### config.mk
export PLATFORM = sky130hd
export DESIGN_NAME = score_keeper
export DESIGN_NICKNAME = d
export VERILOG_FILES = /design/src/rtl/score_keeper.sv
export SDC_FILE = /design/constraint.sdc
export NUM_CORES = 1
export LEC_CHECK = 0
export ABC_AREA = 1
export CAP_MARGIN = 15
export CORE_MARGIN = 2
export CORE_UTILIZATION = 44
export DETAILED_ROUTE_END_ITERATION = 8
export GPL_TIMING_DRIVEN = 0
export MAX_ROUTING_LAYER = met4
export PLACE_DENSITY = 0.74
export SLEW_MARGIN = 0
export SYNTH_ARGS = -nofsm -noshare
export SYNTH_HDL_FRONTEND = slang
export SYNTH_SLANG_ARGS = --single-unit
### constraint.sdc
create_clock -name clk -period 7.35 [get_ports clk]
set_input_delay 1.1025 -clock clk [delete_from_list [all_inputs] [get_ports clk]]
set_output_delay 1.1025 -clock clk [all_outputs]
set_load 0.1 [all_outputs]
### src/rtl/score_keeper.sv
// score_keeper: turns lane button presses and note-zone status into score, combo,
// multiplier and per-lane hit flashes for the screen generator.
module score_keeper #(
    parameter int POINTS_PER_HIT = 10,
    parameter int SCORE_MAX      = 99999,
    parameter int COMBO_STEP     = 10,
    parameter int MULT_MAX       = 4,
    parameter int FLASH_FRAMES   = 8
) (
    input  logic        clk,
    input  logic        reset,
    input  logic [4:0]  btn,
    input  logic [4:0]  note_in_zone,
    input  logic [4:0]  note_missed,
    input  logic        frame_tick,
    input  logic        game_start,
    input  logic        game_end,
    output logic [16:0] score,
    output logic [6:0]  combo,
    output logic [2:0]  multiplier,
    output logic [4:0]  hit_flash,
    output logic        game_active
);
    localparam int FW = $clog2(FLASH_FRAMES + 1);

    typedef enum logic [1:0] {IDLE, PLAY, OVER} state_t;
    state_t state, state_next;

    logic [4:0]    s1, s2, prev, press, hit, wrong;
    logic          miss;
    logic [2:0]    h;
    logic [17:0]   score_sum;
    logic [16:0]   score_next;
    logic [7:0]    combo_sum;
    logic [6:0]    combo_next, step;
    logic [2:0]    mult_next;
    logic [FW-1:0] flash [5];

    always_comb begin
        state_next = game_start ? PLAY : (state == PLAY && game_end) ? OVER : state;
        press      = s2 & ~prev;
        hit        = (state == PLAY) ? (press & note_in_zone) : 5'd0;
        wrong      = (state == PLAY) ? (press & ~note_in_zone) : 5'd0;
        miss       = |wrong || |note_missed;
        h          = 3'($countones(hit));
        // the add uses the multiplier from before this edge; 18 bits hold the overshoot
        score_sum  = {1'b0, score} + 18'(h) * 18'(POINTS_PER_HIT) * 18'(multiplier);
        score_next = (score_sum > 18'(SCORE_MAX)) ? 17'(SCORE_MAX) : score_sum[16:0];
        combo_sum  = {1'b0, combo} + 8'(h);
        combo_next = miss ? 7'd0 : (combo_sum > 8'd127) ? 7'd127 : combo_sum[6:0];
        step       = combo_next / 7'(COMBO_STEP);
        mult_next  = (step >= 7'(MULT_MAX - 1)) ? 3'(MULT_MAX) : 3'(step) + 3'd1;
        for (int i = 0; i < 5; i++) hit_flash[i] = (flash[i] != '0);
        game_active = (state == PLAY);
    end

    always_ff @(posedge clk) begin
        if (reset) begin
            state      <= IDLE;
            s1         <= '0;
            s2         <= '0;
            prev       <= '0;
            score      <= '0;
            combo      <= '0;
            multiplier <= 3'd1;
            for (int i = 0; i < 5; i++) flash[i] <= '0;
        end else begin
            state <= state_next;
            s1    <= btn;
            s2    <= s1;
            prev  <= s2;
            if (game_start) begin
                score      <= '0;
                combo      <= '0;
                multiplier <= 3'd1;
            end else if (state == PLAY) begin
                score      <= score_next;
                combo      <= combo_next;
                multiplier <= mult_next;
            end
            // a fresh hit reloads the lane even if a frame_tick lands in the same cycle
            for (int i = 0; i < 5; i++)
                flash[i] <= game_start ? '0 :
                            hit[i] ? FW'(FLASH_FRAMES) :
                            (frame_tick && flash[i] != '0) ? flash[i] - 1'b1 : flash[i];
        end
    end
endmodule

[Word-level counts from Yosys, hierarchy flattened]
Memories as Yosys holds them, arrays and structs flattened.
Index checks and enable logic that the tools add are counted.
Cells by class
  multiplexer cells: 31
  reduce and logical (&&, ||, !) cells: 16
  $lt $le $gt $ge: 3
  bitwise gates (word level): 10
  eq/ne operators: 1
  div/mod/pow operators: 1
  add/subtract/negate cells: 12
  $mul: 2
Operators by type and width (count)
  $mux W4: 20
  $reduce_bool A4 Y1: 5
  $sub A4 B1 Y4 const B: 5
  $add A17 B10 Y18: 1
  $gt A18 B17 Y1 const B: 1
  $mux W17: 1
  $and A5 B5 Y5: 3
  $mux W7: 2
  $mux W5: 2
  $not A5 Y5: 2
  $reduce_or A5 Y1: 2
  $mul A6 B3 Y9: 1
  $add A7 B3 Y8: 1
  $gt A8 B7 Y1 const B: 1
  $div A7 B4 Y7 const B: 1
  $ge A7 B2 Y1 const B: 1
  $logic_and A1 B1 Y1: 6
  $mul A3 B3 Y6 const B: 1
  $mux W1: 5
  $or A1 B1 Y1: 5
  $add A1 B1 Y2: 2
  $add A2 B2 Y3: 1
  $add A3 B1 Y3: 1
  $add A3 B1 Y3 const B: 1
  5 further kinds: 5
Storage, ports and cells
  memories: 1
  output and inout bits: 33
  register bits: 44
  RAM bits: 20
  logic and storage cells: 85
  input port bits: 20
Memories
  flash: words 5, bits a word 4, rd ports 5, clocked after memory_dff 0, wr ports 5, line 37  | logic [FW-1:0] flash [5];

[Longest topological paths before layout]
Gate-level depths: netlist (run 1).
  word-level depth: 14
  depth in mapped cells: 39
  depth with buffers taken out: 38

[Worst setup path before layout (run 1)]
No wires, ideal clock.
  path type: input to register
  start point: in note_in_zone[0]
  end point: reg score[0]
  setup slack: 0.872 ns
  data arrival time: 6.350 ns
  stages on the path: 32
  path through: inv_1 nor4_1 fa_1 inv_1 fa_1 inv_1 ha_1 ha_1 ha_1 nand2_1 fa_1 inv_1 ha_1 a21oi_1 nand2_1 a21o_1 a21oi_1 xor2_1 ha_1 a21oi_1 o21a_1 o21ai_0 nand2_1 nand2_1 nand3_1 xor2_1 nand2_1 o21ai_2 buf_6 nand2_1 a21oi_1 nor2_1
On the way
  longest elaborated chain between the ends: 10
Ends and longest elaborated chain
  start: declaration: line 13  | input logic [4:0] note_in_zone,
  $and A5 B5 Y5: line 42  | hit = (state == PLAY) ? (press & note_in_zone) : 5'd0;
  $mux W5: line 42
  $add A1 B1 Y2 (implied by the code): line 45  | h = 3'($countones(hit));
  $add A2 B2 Y3 (implied by the code): line 45
  $add A3 B1 Y3 (implied by the code): line 45
  $mul A3 B3 Y6: line 47  | score_sum = {1'b0, score} + 18'(h) * 18'(POINTS_PER_HIT) * 18'(multiplier);
  $mul A6 B3 Y9: line 47
  $add A17 B10 Y18: line 47
  $gt A18 B17 Y1: line 48  | score_next = (score_sum > 18'(SCORE_MAX)) ? 17'(SCORE_MAX) : score_sum[16:0];
  $mux W17: line 48
  end signal: assignment: line 77  | score <= score_next;
  end: declaration: line 18  | output logic [16:0] score,
No other way between the ends.
A chain may end at the register's enable or synchronous reset.

[Worst setup path after layout (run 1)]
  start point: in note_in_zone[0]
  end point: reg score[4]
On the way
  longest elaborated chain between the ends: 10
Ends and longest elaborated chain (line)
  $and A5 B5 Y5 (*): 42
  $mux W5 (*): 42
  $add A1 B1 Y2 (implied by the code) (*): 45
  $add A2 B2 Y3 (implied by the code) (*): 45
  $add A3 B1 Y3 (implied by the code) (*): 45
  $mul A3 B3 Y6 (*): 47
  $mul A6 B3 Y9 (*): 47
  $add A17 B10 Y18 (*): 47
  $gt A18 B17 Y1: 48
  $mux W17 (*): 48
Every way passes the cells marked *; elsewhere a longest branch is shown, timed or not.

==> results by group, run 1 <==
Timing
  – Worst slew pin tran: a little under 1 ns
  – F_max: 0.143 GHz
  – Worst clock skew on the final layout: 0.00829 ns
  – Final Slew Violations: 0
  – Fin crit share: about 95%
  – Hold Vio Cnt, Final: 0
  – Fin crit period: about 7 ns
  – Max-slew headroom: 34.5%
  – PnR worst setup slack: 0.380 ns
  – # setup viols final: 0
  – Setup tns final: 0 ns

Synthesis
  – Synth cell types: 42
  – Main synth FF type: dfxtp_1
  – Syn Inst Count: about 600
  – Post-Syn Nets: between 600 and 700
  – Synth area leaders: dfxtp_1, nand2_1, inv_1
  – Most numerous cell in the Yosys netlist: nand2_1
  – Ys Warns: 0
  – Leading area contributor after synthesis: dfxtp_1
  – Post-synth EDFFs: 0
  – Post-synthesis sequential area ratio: between 30 and 40%
  – FF+latch count, synth: 64
  – Async SR Flop Fraction: 0%
  – Post-synth top cells: nand2_1, inv_1, dfxtp_1
  – Yosys top cell area share: a little under a third
  – Synth Cell Area: between 0.004 and 0.005 mm^2
  – Mean Syn Cell Area: just over 7 um^2

Worst setup path
  – Crit path largest cell delay: approximately 0.51 ns
  – Reg-to-reg critical path endpoint: score[4]$_SDFFE_PP0P_
  – Critical Path Sink: score[4]$_SDFFE_PP0P_
  – Most frequent CP cell: nand2_1
  – Crit path capture type: register
  – CP required: 7.59 ns
  – CP max stage cell: fa_1
  – Delay-heaviest family, CP: adder cells
  – Arr. time, crit path: about 7.2 ns
  – Buf+Inv Stages, Crit Path: 6
  – Critical path fanouts, max: 5
  – Critical path startpoint: note_in_zone[0]
  – WS Path Type: primary input to register
  – Startpoint Class: primary input
  – R2R cell count: 33
  – Worst R2R Start: state[1]$_SDFFE_PP0P_
  – Crit. path cell count: 32
  – R2r setup slk: ~0.79 ns

Min path
  – Worst Hold Class: register to register

Placed design
  – Pre-CTS setup slack: -0.378 ns
  – Routability cong.: between 0.8 and 0.9
  – Port Buffer Count: between 50 and 60
  – Hpwl dp: about 7600 um

Clock tree
  – CTS tree: built
  – CTS Sinks: 64
  – Post-CTS Hold Buffers: 0
  – CTS Buffer Depth: 2
  – Total CTS buffers: 9
  – Clk slew on worst S/H paths: approximately 0.080 ns
  – # H-tree levels: 3
  – Root Driver: clkbuf_8
  – Skew-Pair Late Insertion Delay: roughly 0.35 ns

Outcome
  – Status: completed

Pwr
  – Internal: between 500 and 600 uW
  – Pwr/cell area: around 160 mW/mm^2
  – Combinational share of power: between 10% and 20%
  – Switch share: between 20% and 30%
  – Leakage: around 0.0025 uW
  – Clock power frac: about 42%
  – VDD IR max: between 100 and 150 uV
  – Seq pwr share: 44.3%
  – NetSw: 235 uW

Global route
  – First-pass GRT wire length: ~16000 um
  – Congestion Overflow GR: 0
  – Gr usage total: between 10% and 20%
  – Initial antenna violation count: 0
  – Largest net degree at the start of global routing: 14
  – Vias in the first global route: between 3000 and 4000

Routing
  – DR WL/cell: between 10 and 15 um
  – Residual DRC count: 0
  – Routed via count: between 3000 and 4000
  – Via/cell ratio: approximately 5
  – 1st-iter DRT viols: 116
  – Post-route ant nets: 0
  – WL final: ~10000 um
  – Drt pass-1 iters: 5

Finish
  – Layout cells sized above 1: 8.85%
  – Final nets: around 720
  – Area added between synthesis and finish: 22.2%
  – Antenna diodes: 0

Die
  – Starting Density: between 40 and 50%
  – Die Ht: 102 um
  – Die width: approximately 100 um
  – IO Pins: 53
  – Number of cell rows: 35
  – Area of the core: 0.00928 mm^2
  – Die Footprint: 0.0104 mm^2

Job
  – Max_cap viols: 0
==> cells in the final DEF (no fill, tap or decap), drive strengths merged <==
cell type      count
clkinv             3
a21o               3
nor4               3
bufinv             2
a2111oi            1
o21a               1
a31oi              1
ha                32
nand3             45
nor3b              4
o22ai              1
o21bai             2
nand4              7
inv              116
nor2              63
xor2              13
a211oi             5
a221oi             1
o211ai             3
clkdlybuf4s50     51
or2                4
xnor2              8
and2               1
a21oi             43
clkbuf            16
o21ai             23
buf                4
nand2            124
dfxtp             64
nor3               6
o31ai              2
nand3b             6
fa                 9
==> per-stage QoR <==
stage               total power [uW]  utilization (%)  instance area (um^2)  instances  hold WS (ns)
floorplan                        444                -                  4240        599         0.388
global placement                 476             52.9                  4910        779         0.389
detailed placement               478             52.9                  4910        779         0.396
CTS                              822             55.5                  5150        795         0.406
global route                     848             55.8                  5180        796         0.421
finish                           818             55.8                  5180        796         0.409
==> sequential cells by signal, indices dropped and copies added (netlist names) <==
signal	count
prev	5
state	2
s2	5
combo	7
score	17
multiplier	3
flash	20
s1	5
==> timing repair <==
item / 4_1_cts / 5_1_grt
gates cloned: 0 / 0
pin swaps: 0 / 1
gates resized for setup: 2 / 3
setup buffers: 0 / 1
endpoints found under the setup margin: 1 / 15
==> worst min-delay path by stage <==
stage	startpoint	end	slack [ns]	depth (start not counted)
6_report	s1[2]$_SDFF_PP0_	s2[2]$_SDFF_PP0_	0.41	2
5_1_grt	s1[0]$_SDFF_PP0_	s2[0]$_SDFF_PP0_	0.42	2
4_1_cts	s1[2]$_SDFF_PP0_	s2[2]$_SDFF_PP0_	0.41	2
3_5_place_dp	s1[2]$_SDFF_PP0_	s2[2]$_SDFF_PP0_	0.40	2
3_3_place_gp	s1[4]$_SDFF_PP0_	s2[4]$_SDFF_PP0_	0.39	2
2_1_floorplan	s1[0]$_SDFF_PP0_	s2[0]$_SDFF_PP0_	0.39	2
==> metal layers <==
| layer | track usage, % | routed length (um) |
|---|---|---|
| met4 | 3.59 | 75 |
| met5 | - | 0 |
| met3 | 4.72 | 551 |
| met1 | 23.0 | 4270 |
| met2 | 34.3 | 4850 |
==> power groups by stage <==
stage	Clock (uW)	Sequential, uW	Combinational (uW)
6_report	346	362	110
4_1_cts	352	362	109
3_5_place_dp	0	370	109
5_1_grt	366	363	119
3_3_place_gp	0	369	107
2_1_floorplan	0	395	48.9
==> worst reg2reg max path, delay by kind of cell (launching register included) <==
| kind | cells | cell delay (ns) |
|---|---|---|
| xor+xnor | 2 | 0.38 |
| buf+inv | 7 | 0.58 |
| simple gates | 9 | 1.09 |
| flops | 1 | 0.31 |
| fa+ha+maj | 7 | 2.78 |
| compound gates | 8 | 1.33 |
==> layout make-up <==
cell class                      count  area (um^2)
Buffer                             10         46.3
Inverter                          114          428
Tap cell                          129          161
Clock inverter                      7          104
Multi-Input combinational cell    411         2520
Clock buffer                        9          124
Timing Repair Buffer               52          518
Sequential cell                    64         1280
Fill cell                         883         4100
==> logic make-up (layout without fill, tap and decap cells) <==
group	Yosys count	after routing	synth area share (%)
adders and majority gates	41	41	13.7
and+or+nand+nor	263	263	28.6
xor gates and xnor gates	21	21	4.34
buffers and inverters	124	192	11.2
DFF	64	64	30.2
AOI/OAI and AO/OA	86	86	11.9
(Power assumes the default switching activity.)
==> run 2: changes to the inputs <==
--- a/config.mk
+++ b/config.mk
@@ -5,14 +5,14 @@
 export SDC_FILE = /design/constraint.sdc
 export NUM_CORES = 1
 export LEC_CHECK = 0
-export ABC_AREA = 1
+export ABC_AREA = 0
 export CAP_MARGIN = 15
 export CORE_MARGIN = 2
 export CORE_UTILIZATION = 44
 export DETAILED_ROUTE_END_ITERATION = 8
 export GPL_TIMING_DRIVEN = 0
 export MAX_ROUTING_LAYER = met4
-export PLACE_DENSITY = 0.74
+export PLACE_DENSITY = 0.66
 export SLEW_MARGIN = 0
 export SYNTH_ARGS = -nofsm -noshare
 export SYNTH_HDL_FRONTEND = slang
==> results by group, run 2 <==
Finish
  – Top flop regs: flash x20, score x17, combo x7
  – Top reg by flops: flash
  – Layout cells sized above 1: about a tenth
  – Post-layout util: between 50% and 60%
  – Commonest non-fill, non-tap cell in the layout: dfxtp_1
  – Antenna diodes: 0
  – Design area: roughly 0.0053 mm^2
  – Largest register FFs: 20
  – Area added between synthesis and finish: 23.9%
  – Most frequent cells in the layout: dfxtp_1, clkdlybuf4s50_1, nand2_1
  – Final nets: about 650

Clock tree
  – CTS Sinks: 64
  – Root Driver: clkbuf_8
  – Skew-Pair Late Insertion Delay: approximately 0.35 ns
  – Clk slew on worst S/H paths: 0.08 ns
  – Total CTS buffers: 9
  – CTS tree: built
  – # H-tree levels: 3
  – CTS Buffer Depth: 2

Worst setup path
  – Reg-to-reg critical path endpoint: score[2]$_SDFFE_PP0P_
  – CP max stage cell: fa_2
  – Critical path fanouts, max: 5
  – Worst R2R Start: state[1]$_SDFFE_PP0P_
  – Arr. time, crit path: 7.35 ns
  – WS Path Type: primary input to register
  – Startpoint Class: primary input
  – R2r setup slk: 0.54 ns
  – R2R cell count: 29
  – Most frequent CP cell: inv_1
  – Crit path capture type: register
  – CP required: 7.61 ns
  – Crit path largest cell delay: around 0.60 ns

Timing
  – # setup viols final: 0
  – F_max: between 0.1 and 0.15 GHz
  – Worst hold slack: roughly 0.44 ns
  – Max-slew headroom: a little over a third
  – Hold Vio Cnt, Final: 0
  – Final Slew Violations: 0
  – Fin crit period: around 7.1 ns
  – Worst clock skew on the final layout: slightly below 0.009 ns
  – Worst slew pin tran: roughly 0.98 ns
  – PnR worst setup slack: around 0.27 ns
  – Fin crit share: about 96%

Die
  – Area of the core: around 0.0093 mm^2
  – Die Footprint: 0.0105 mm^2
  – Starting Density: between 40% and 50%
  – IO Pins: 53
  – Number of cell rows: 35
  – Die Ht: between 100 and 150 um
  – Die width: 103 um

Synthesis
  – Ys Warns: 0
  – Synth cell types: 65
  – Async SR Flop Fraction: 0%
  – Synth area leaders: dfxtp_1, ha_1, a21oi_1
  – Post-synthesis sequential area ratio: about 30%
  – Yosys top cell area share: between 30% and 40%
  – Most numerous cell in the Yosys netlist: dfxtp_1
  – Leading area contributor after synthesis: dfxtp_1
  – FF+latch count, synth: between 60 and 70
  – Post-Syn Nets: just under 600
  – Synth Cell Area: about 0.0043 mm^2
  – Mean Syn Cell Area: 8.23 um^2
  – Syn Inst Count: around 520
  – Post-synth top cells: dfxtp_1, nand2_1, nor2_1
  – Main synth FF type: dfxtp_1
  – Post-synth EDFFs: 0

Placed design
  – Routability cong.: between 0.8 and 0.9
  – Hpwl dp: around 7800 um
  – Port Buffer Count: 51
  – Dpl cell area: 0.00494 mm^2
  – Pre-CTS setup slack: -0.470 ns

Routing
  – Routed via count: 3908
  – Post-route ant nets: 0
  – Residual DRC count: 0
  – Via/cell ratio: about 5.4
  – DR WL/cell: about 14 um
  – 1st-iter DRT viols: between 100 and 150
  – Drt pass-1 iters: 5
  – WL final: 10400 um

Global route
  – First-pass GRT wire length: 16900 um
  – Vias in the first global route: 3663
  – Largest net degree at the start of global routing: 14
  – Congestion Overflow GR: 0
  – Initial antenna violation count: 0
  – Gr usage total: about a fifth

Min path
  – Hold Crit Start: s1[4]$_SDFF_PP0_
  – Hold depth: 1
  – Min-Delay Endpoint: s2[4]$_SDFF_PP0_
  – Worst Hold Class: register to register

Pwr
  – Tot Pwr: 816 uW
  – VDD IR max: about 110 uV
  – Leakage: ~0.0021 uW
  – Pwr/cell area: between 150 and 200 mW/mm^2

Job
  – Max_cap viols: 0

Outcome
  – Status: completed
-- run 2: power breakdown --
part           switching (uW)  internal [uW]
sequential               3.94            352
combinational            49.2           25.5
clock                     156            230
-- run 2: worst max-delay path by stage --
stage / from / to / slack [ns] / depth (start not counted)
6_report: note_in_zone[0] / score[2]$_SDFFE_PP0P_ / 0.27 / 27
5_1_grt: note_in_zone[0] / score[5]$_SDFFE_PP0P_ / -0.005 / 26
3_5_place_dp: note_in_zone[0] / score[5]$_SDFFE_PP0P_ / -0.47 / 25
3_3_place_gp: note_in_zone[0] / score[12]$_SDFFE_PP0P_ / -0.36 / 25
2_1_floorplan: state[1]$_SDFFE_PP0P_ / score[2]$_SDFFE_PP0P_ / 0.72 / 30
4_1_cts: state[1]$_SDFFE_PP0P_ / score[1]$_SDFFE_PP0P_ / 0.03 / 29
-- run 2: area by class of cell --
type / instances / area, um^2
clock buffer: 9 / 124
clock inverter: 7 / 125
tap: 129 / 161
multi-input combinational: 399 / 2820
inverter: 39 / 146
sequential: 64 / 1280
buffer: 15 / 58.8
fill: 862 / 4040
timing repair buffer: 59 / 571
-- run 2: cells by family after synthesis --
| kind of cell | count (synthesis) | synth area share (%) |
|---|---|---|
| simple gates | 202 | 24.2 |
| compound gates | 127 | 21.2 |
| flops | 64 | 30.0 |
| buf+inv | 56 | 4.95 |
| fa+ha+maj | 41 | 13.6 |
| xor+xnor | 26 | 5.33 |
| mux | 3 | 0.733 |
-- run 2: what timing repair did --
item	CTS	global route
gates resized for setup	3	8
pin swaps	2	8
endpoints found under the setup margin	15	18
buffers inserted	1	7
hold buffers	0	0
gates cloned	0	0
-- run 2: metal layers --
layer | wire length, um | share of wire [%] | up-vias | track usage (%)
met2 | 4920 | 47 | 74 | 34.0
met1 | 5070 | 49 | 1865 | 27.0
li1 | - | - | 1965 | -
met5 | 0 | 0 | - | -
met3 | 328 | 3.2 | 4 | 3.25
met4 | 68 | 0.65 | 0 | 6.56
-- run 2: per-stage QoR --
step	instances	TNS, ns
2_1_floorplan	519	0
3_3_place_gp	699	-4.16
3_5_place_dp	699	-5.30
4_1_cts	715	0
5_1_grt	721	-0.00516
6_report	721	0
-- run 2: critical path, delay by kind of cell --
kind / cells / cell delay (ns)
AOI/OAI and AO/OA: 7 / 1.34
adders and majority gates: 7 / 2.84
buffers and inverters: 7 / 1.11
and+or+nand+nor: 6 / 0.93
==> run 3: changes to the inputs <==
--- a/config.mk
+++ b/config.mk
@@ -7,6 +7,7 @@
 export LEC_CHECK = 0
 export ABC_AREA = 0
 export CAP_MARGIN = 15
+export CORE_ASPECT_RATIO = 0.8
 export CORE_MARGIN = 2
 export CORE_UTILIZATION = 44
 export DETAILED_ROUTE_END_ITERATION = 8
==> results by group, run 3 (synthesis results as in run 2) <==
Clock tree
  – Total CTS buffers: 9
  – Post-CTS Hold Buffers: 0
  – CTS tree: built
  – # H-tree levels: 3
  – Clk slew on worst S/H paths: 0.06 ns
  – Skew-Pair Late Insertion Delay: 0.33 ns
  – CTS Buffer Depth: 2
  – CTS Sinks: 64
  – Root Driver: clkbuf_16

Timing
  – Worst clock skew on the final layout: about 0.0085 ns
  – F_max: between 0.1 and 0.15 GHz
  – PnR worst setup slack: around 0.28 ns
  – Worst slew pin tran: a little under 1 ns
  – Max-slew headroom: around a third
  – Final Slew Violations: 0
  – Hold Vio Cnt, Final: 0
  – # setup viols final: 0
  – Fin crit share: a little over nine tenths
  – Fin crit period: slightly above 7 ns

Pwr
  – VDD IR max: around 130 uV
  – Pwr/cell area: 166 mW/mm^2
  – Leakage: 0.00217 uW

Finish
  – Final nets: 651
  – Top flop regs: flash x20, score x17, combo x7
  – Antenna diodes: 0
  – Top reg by flops: flash
  – Commonest non-fill, non-tap cell in the layout: dfxtp_1
  – Largest register FFs: 20
  – Area added between synthesis and finish: 25.9%
  – Most frequent cells in the layout: dfxtp_1, clkdlybuf4s50_1, nand2_1
  – Layout cells sized above 1: between 10% and 20%
  – Finished Layout Cells: around 710

Worst setup path
  – R2R cell count: 28
  – Startpoint Class: primary input
  – Arr. time, crit path: 7.24 ns
  – Critical path fanouts, max: 5
  – Worst R2R Start: state[1]$_SDFFE_PP0P_
  – CP max stage cell: fa_1
  – CP required: approximately 7.5 ns
  – Crit path largest cell delay: 0.56 ns
  – WS Path Type: primary input to register
  – Crit path capture type: register
  – Critical path startpoint: note_in_zone[0]

Die
  – IO Pins: 53
  – Die Ht: roughly 92 um
  – Die Footprint: ~0.011 mm^2
  – Number of cell rows: 32
  – Starting Density: ~45%
  – Area of the core: between 0.009 and 0.01 mm^2
  – Die width: between 100 and 150 um

Outcome
  – Status: completed

Global route
  – Gr usage total: about a fifth
  – Congestion Overflow GR: 0
  – First-pass GRT wire length: 16800 um
  – Vias in the first global route: 3549
  – Largest net degree at the start of global routing: 12
  – Initial antenna violation count: 0

Routing
  – Residual DRC count: 0
  – Via/cell ratio: ~5.5
  – WL final: roughly 10000 um
  – Post-route ant nets: 0
  – Drt pass-1 iters: 4
  – Routed via count: 3896
  – DR WL/cell: 14.6 um
  – 1st-iter DRT viols: approximately 180

Min path
  – Hold Crit Start: s1[3]$_SDFF_PP0_
  – Hold depth: 1
  – Worst Hold Class: register to register

Placed design
  – Hpwl dp: 7900 um
  – Port Buffer Count: 51
  – Inst Count DP: between 600 and 700
  – Pre-CTS setup slack: -0.470 ns
  – Routability cong.: 0.861

Job
  – Max_cap viols: 0
## run 3: path summary, 6_finish.rpt
kind / end / slack [ns]
worst max register to register: score[3]$_SDFFE_PP0P_ / 0.48
worst max-delay path: score[3]$_SDFFE_PP0P_ / 0.28
worst min register to register: s2[3]$_SDFF_PP0_ / 0.44
worst min-delay path: s2[3]$_SDFF_PP0_ / 0.44
## run 3: what timing repair did
| action | CTS | global route |
|---|---|---|
| setup endpoints to repair | 15 | 16 |
| pin swaps | 1 | 9 |
| buffers inserted | 2 | 9 |
| resized for setup | 3 | 7 |
## run 3: final cells by class
cell class	count	area, um^2
inverters	39	146
repair buffers	62	593
flip-flops and latches	64	1280
clock buffers	10	239
well taps	119	149
plain buffers	15	58.8
clock inverters	5	81.3
multi-input cells	399	2830
fillers	863	4160
## run 3: metrics by stage
step | util [%] | power [uW] | hold slack [ns] | setup TNS (ns) | area (um^2)
finish | 56.4 | 891 | 0.443 | 0 | 5370
global route | 56.4 | 922 | 0.465 | -0.0374 | 5370
CTS | 55.4 | 898 | 0.444 | 0 | 5280
detailed placement | 51.7 | 439 | 0.425 | -5.56 | 4930
global placement | 51.7 | 438 | 0.424 | -3.90 | 4930
floorplan | - | 411 | 0.414 | 0 | 4270
## run 3: routing by layer
| layer | up-vias | track usage (%) | wire length (um) |
|---|---|---|---|
| met5 | - | - | 0 |
| met4 | 0 | 5.59 | 146 |
| met3 | 13 | 4.76 | 585 |
| met2 | 92 | 31.5 | 4650 |
| met1 | 1831 | 27.6 | 5050 |
| li1 | 1960 | - | - |
## run 3: worst max-delay path: cells and delay by family
| family | cells | cell delay (ns) |
|---|---|---|
| compound gates | 7 | 1.41 |
| xor+xnor | 1 | 0.21 |
| fa+ha+maj | 7 | 2.84 |
| simple gates | 4 | 0.60 |
| buf+inv | 7 | 1.07 |
## run 3: power breakdown
part	leakage [uW]	internal [uW]	switching [uW]
logic	0.00150	25.6	49.1
registers	0.000519	353	3.91
clock network	0.000155	304	155
